===== src/rtl/timer_pkg.sv =====
// Shared definitions for button-driven timer blocks.
package timer_pkg;

   localparam logic [0:0] ST_IDLE = 1'b0;
   localparam logic [0:0] ST_RUN  = 1'b1;

   // One second at a 50 MHz system clock.
   localparam int unsigned PRESCALE_1S = 50_000_000;

endpackage


===== src/rtl/key_edge_sync.sv =====
// Synchronises an asynchronous button level and flags its rising edge for one cycle.
module key_edge_sync (
   input  logic clk,
   input  logic rst_n,
   input  logic key,
   output logic rise_c
);

   logic s1;
   logic s2;
   logic d;

   // Two-flop synchroniser followed by a delay flop for edge detection.
   always_ff @(posedge clk or negedge rst_n) begin
      if (!rst_n) begin
         s1 <= 1'b0;
         s2 <= 1'b0;
         d  <= 1'b0;
      end else begin
         s1 <= key;
         s2 <= s1;
         d  <= s2;
      end
   end

   assign rise_c = s2 & ~d;

endmodule


===== src/rtl/hold_timer.sv =====
// One-shot hold timer: a key press opens a window of `duration` prescaled ticks.
module hold_timer
   import timer_pkg::*;
#(
   parameter int unsigned PRESCALE  = PRESCALE_1S,
   parameter int unsigned HOLD_W    = 8,
   parameter bit          RETRIGGER = 1'b0
) (
   input  logic              clk,
   input  logic              rst_n,
   input  logic              key,
   input  logic              abort,
   input  logic [HOLD_W-1:0] duration,
   output logic              active,
   output logic              done,
   output logic              tick,
   output logic [HOLD_W-1:0] remaining
);

   localparam int unsigned        CNT_W   = (PRESCALE > 1) ? $clog2(PRESCALE) : 1;
   localparam logic [CNT_W-1:0]   CNT_MAX = CNT_W'(PRESCALE - 1);

   logic              rise_c;
   logic              load_c;
   logic              wrap_c;
   logic [0:0]        state_q;
   logic [0:0]        state_nx;
   logic [CNT_W-1:0]  cnt_q;
   logic [CNT_W-1:0]  cnt_nx;
   logic [HOLD_W-1:0] rem_nx;
   logic              active_nx;
   logic              done_nx;
   logic              tick_nx;

   key_edge_sync u_key_edge_sync (
      .clk    (clk),
      .rst_n  (rst_n),
      .key    (key),
      .rise_c (rise_c)
   );

   // A press with zero length never starts or reloads a window.
   assign load_c = rise_c & (duration != '0);
   assign wrap_c = (cnt_q == CNT_MAX);

   always_ff @(posedge clk or negedge rst_n) begin
      if (!rst_n) begin
         state_q   <= ST_IDLE;
         cnt_q     <= '0;
         remaining <= '0;
         active    <= 1'b0;
         done      <= 1'b0;
         tick      <= 1'b0;
      end else begin
         state_q   <= state_nx;
         cnt_q     <= cnt_nx;
         remaining <= rem_nx;
         active    <= active_nx;
         done      <= done_nx;
         tick      <= tick_nx;
      end
   end

   // Per-cycle priority: abort, then press (start/reload), then tick.
   always_comb begin
      state_nx  = state_q;
      cnt_nx    = cnt_q;
      rem_nx    = remaining;
      active_nx = active;
      done_nx   = 1'b0;
      tick_nx   = 1'b0;
      case (state_q)
         ST_IDLE: begin
            if (!abort && load_c) begin
               state_nx  = ST_RUN;
               rem_nx    = duration;
               cnt_nx    = '0;
               active_nx = 1'b1;
            end
         end
         ST_RUN: begin
            if (abort) begin
               state_nx  = ST_IDLE;
               rem_nx    = '0;
               cnt_nx    = '0;
               active_nx = 1'b0;
            end else if (RETRIGGER && load_c) begin
               rem_nx = duration;
               cnt_nx = '0;
            end else if (wrap_c) begin
               tick_nx = 1'b1;
               cnt_nx  = '0;
               if (remaining == HOLD_W'(1)) begin
                  state_nx  = ST_IDLE;
                  rem_nx    = '0;
                  active_nx = 1'b0;
                  done_nx   = 1'b1;
               end else begin
                  rem_nx = remaining - HOLD_W'(1);
               end
            end else begin
               cnt_nx = cnt_q + CNT_W'(1);
            end
         end
         default: begin
            state_nx  = ST_IDLE;
            rem_nx    = '0;
            cnt_nx    = '0;
            active_nx = 1'b0;
         end
      endcase
   end

endmodule


===== config.mk =====
export PLATFORM = sky130hd
export DESIGN_NAME = hold_timer
export DESIGN_NICKNAME = d
export VERILOG_FILES = /design/src/rtl/timer_pkg.sv /design/src/rtl/key_edge_sync.sv /design/src/rtl/hold_timer.sv
export SDC_FILE = /design/constraint.sdc
export NUM_CORES = 1
export LEC_CHECK = 0
export ABC_AREA = 1
export CAP_MARGIN = 5
export CORE_MARGIN = 2
export CORE_UTILIZATION = 30
export DETAILED_ROUTE_END_ITERATION = 12
export GPL_TIMING_DRIVEN = 0
export PLACE_DENSITY_LB_ADDON = 0.12
export SLEW_MARGIN = 30
export SYNTH_ARGS = -nofsm -noshare
export SYNTH_HDL_FRONTEND = slang
export SYNTH_SLANG_ARGS = --single-unit
export TNS_END_PERCENT = 30

===== constraint.sdc =====
create_clock -name clk -period 1.7 [get_ports clk]
set_input_delay 0.255 -clock clk [delete_from_list [all_inputs] [get_ports clk]]
set_output_delay 0.255 -clock clk [all_outputs]
set_load 0.01 [all_outputs]

==> flow_summary.json <==
{
  "status": "finished clean",
  "vias": 2301,
  "grt_pass1_wl_mm": 11.0,
  "yosys.area.top_type": "dfrtp_1",
  "grt_pass1_vias": 2223,
  "yosysWarnings": 0,
  "root_buffer": "clkbuf_8",
  "p_per_area_mw_per_mm2": 1110,
  "finalMaxSlewViolations": 0,
  "die_y_um": 94.0,
  "r2r_slack_ns": 0.04,
  "syn_to_final_growth_pct": 31.5,
  "swShare": 0.383,
  "synth_nets": 356,
  "route.detailed.drc": 0,
  "cts_tree": "built",
  "ys_types": 27,
  "pwr-share-seq": 0.364,
  "grtUsageTotal": 0.158,
  "p_switching_mw": 1.36,
  "synthMuxAreaShare": 0,
  "ys_ff_latch": 41,
  "crit_type": "reg2reg",
  "worst_clock_skew_ns": 0.0120,
  "seq_area_mm2": 0.00103,
  "io_buffers": 22,
  "fin_crit_ns": 1.66,
  "setup_viol": 0,
  "synth-edff-count": 0,
  "clk_latency_ns": 0.31,
  "fp.dieW_um": 94.0,
  "h-tree-depth": 2,
  "max-cap-violations": 0,
  "hp-class": "reg2reg",
  "rsz0062_at_grt": "true",
  "slew_headroom": 0.624,
  "cts_sinks": 41,
  "netlist_area_mm2": 0.00243,
  "multi_input_area_mm2": 0.00138,
  "worst_pin_slew_ns": 0.564,
  "end_kind": "register",
  "hpwl_mm": 4.49,
  "drive_gt1_frac": 0.189,
  "synthFlopType": "dfrtp_1",
  "ys_seq_area_frac": 0.422,
  "dr.pass1.iters": 4,
  "cts.path.max_buffers": 2,
  "core_area_mm2": 0.00777,
  "dp_cells": 465,
  "yosys-top-cells-area": "dfrtp_1 42%, nand2_1 16%, nor2_1 7.9%",
  "fin_nets": 401,
  "die_area_mm2": 0.00883,
  "holdWs_ns": 0.356,
  "start_util": 0.313,
  "fillerInstances": 837,
  "synth-compound-area-share": 0.0721,
  "async_flop_share": 1.00,
  "synthXorXnorAreaFrac": 0.0361,
  "instances_no_fill": 489,
  "drt_iter0_markers": 78,
  "num_rows": 32,
  "p_int_mw": 2.19,
  "cts_buffers": 5,
  "max_freq_mhz": 602,
  "required_ns": 1.90,
  "synth-simple-area-share": 0.383,
  "syn_avg_cell_area_um2": 7.12,
  "p_leak_nw": 1.40,
  "wl_per_cell_um": 13.3,
  "min_period_over_period": 0.977,
  "path_clk_slew_ns": 0.10,
  "gp_routability_congestion": 0.844,
  "cp_max_fo": 5,
  "finalHoldViolations": 0,
  "synthAdderAreaFrac": 0.0155,
  "ant_nets": 0,
  "synth.top_cell.area_share": 0.422,
  "synth_top_family_by_area": "simple AND/OR/NAND/NOR gates",
  "antenna_found_initial": 0,
  "arrival_ns": 1.86,
  "grt_overflow_total": 0,
  "vdd_drop_max_mv": 0.533,
  "syn_inst": 341,
  "pin_count": 23,
  "routed_via_density": 4.71,
  "n_antenna_cell": 0,
  "routed_wl_mm": 6.51,
  "grt_max_degree": 42,
  "start_kind": "register",
  "pwr-share-comb": 0.401,
  "clkPwrFrac": 0.235
}
power groups by stage:
| stage | clock, mW | sequential (mW) | combinational [mW] |
|---|---|---|---|
| finish | 0.836 | 1.29 | 1.43 |
| global route | 0.892 | 1.33 | 1.60 |
| CTS | 0.846 | 1.27 | 1.19 |
| detailed placement | 0 | 1.29 | 1.12 |
| global placement | 0 | 1.30 | 1.12 |
| floorplan | 0 | 1.29 | 0.654 |
final timing paths:
kind / start / to / cells past startpoint
max in group asynchronous: rst_n / cnt_q[2] / 2
min in group asynchronous: rst_n / cnt_q[4] / 2
worst min register to register: u_key_edge_sync.s1 / u_key_edge_sync.s2 / 0
worst min-delay path: u_key_edge_sync.s1 / u_key_edge_sync.s2 / 0
worst max register to register: cnt_q[1] / cnt_q[21] / 11
worst max-delay path: cnt_q[1] / cnt_q[21] / 11
cell families (layout without fill, tap and decap cells):
family,after synthesis,in the layout
AO/OA/AOI/OAI,33,33
XOR/XNOR,10,10
adder cells (fa/ha/maj),3,3
buffers and inverters,42,87
flip-flops,41,41
AND/OR/NAND/NOR,212,213
cells in the final DEF, fill, tap and decap left out, drive strengths merged, types with 2 or more instances in the layout:
master	netlist	final
clkbuf	0	6
nor2	57	57
ha	3	3
o21ai	21	21
nand4	11	11
or2	2	2
inv	36	36
o22ai	3	3
buf	6	20
nand3b	5	5
nand3	23	23
clkdlybuf4s50	0	21
a21oi	7	7
nor3	3	3
xor2	9	9
nand2	109	110
dfrtp	41	41
repair_timing:
item / CTS / global route
endpoints found under the hold margin: 41 / 0
pin swaps: 1 / 14
endpoints found under the setup margin: 30 / 34
resized for setup: 6 / 42
cloned: 0 / 2
buffers inserted: 2 / 11
hold buffers: 1 / 0
Yosys cell counts (2+ instances only):
cell type	number
xor2_1	9
or2_2	2
a21oi_1	7
inv_1	34
o22ai_1	3
o21ai_0	19
ha_1	3
inv_2	2
nand3_1	23
nor2_4	2
buf_2	5
nor2_2	4
nand4_1	11
nor3_1	3
dfrtp_1	41
nand2_2	5
nor2_1	51
nand2_1	103
o21ai_1	2
nand3b_1	5
layout make-up:
class                      instances  area share
buffer                             6      0.0149
clock buffer                       5      0.0216
clock inverter                     3      0.0145
inverter                          36      0.0431
multi-input combinational        259       0.433
sequential                        41       0.322
tap                              102      0.0400
timing repair buffer              37       0.111
stage by stage:
| step | instance area, um^2 | setup slack [ns] | utilization | total power, mW | TNS [ns] |
|---|---|---|---|---|---|
| 3_5_place_dp | 2770 | -0.372 | 0.357 | 2.41 | -8.02 |
| 6_report | 3190 | 0.0387 | 0.411 | 3.56 | 0 |
| 3_3_place_gp | 2780 | -0.852 | 0.357 | 2.41 | -41.14 |
| 2_1_floorplan | 2430 | 0.155 | - | 1.95 | 0 |
| 5_1_grt | 3190 | -0.0662 | 0.411 | 3.82 | -0.738 |
| 4_1_cts | 2930 | 0.00548 | 0.378 | 3.31 | 0 |
critical path, stage by stage, from the launching register on:
cell and delay (ns):
dfrtp_1 0.41, ha_4 0.17, nand2_4 0.06, nor2_4 0.16, nand2_2 0.09, nor2_4 0.13, nand2_2 0.08, nand2_4 0.11
nand2_8 0.08, clkbuf_16 0.17, nand2_2 0.06, nor2_1 0.03
registers in the layout (all words and copies together), names as in the netlist:
signal              cells
cnt_q                  26
remaining               8
active                  1
done                    1
state_q                 1
tick                    1
u_key_edge_sync.d       1
u_key_edge_sync.s1      1
u_key_edge_sync.s2      1
routing by layer:
metal  up-vias  GRT usage  share of wire
li1       1178          -              -
met1      1080      0.225           0.50
met2        34      0.249           0.46
met3         9     0.0289          0.026
met4         0     0.0362          0.014
met5         -          0              0
Note: power is estimated with default switching activity, not from simulation.
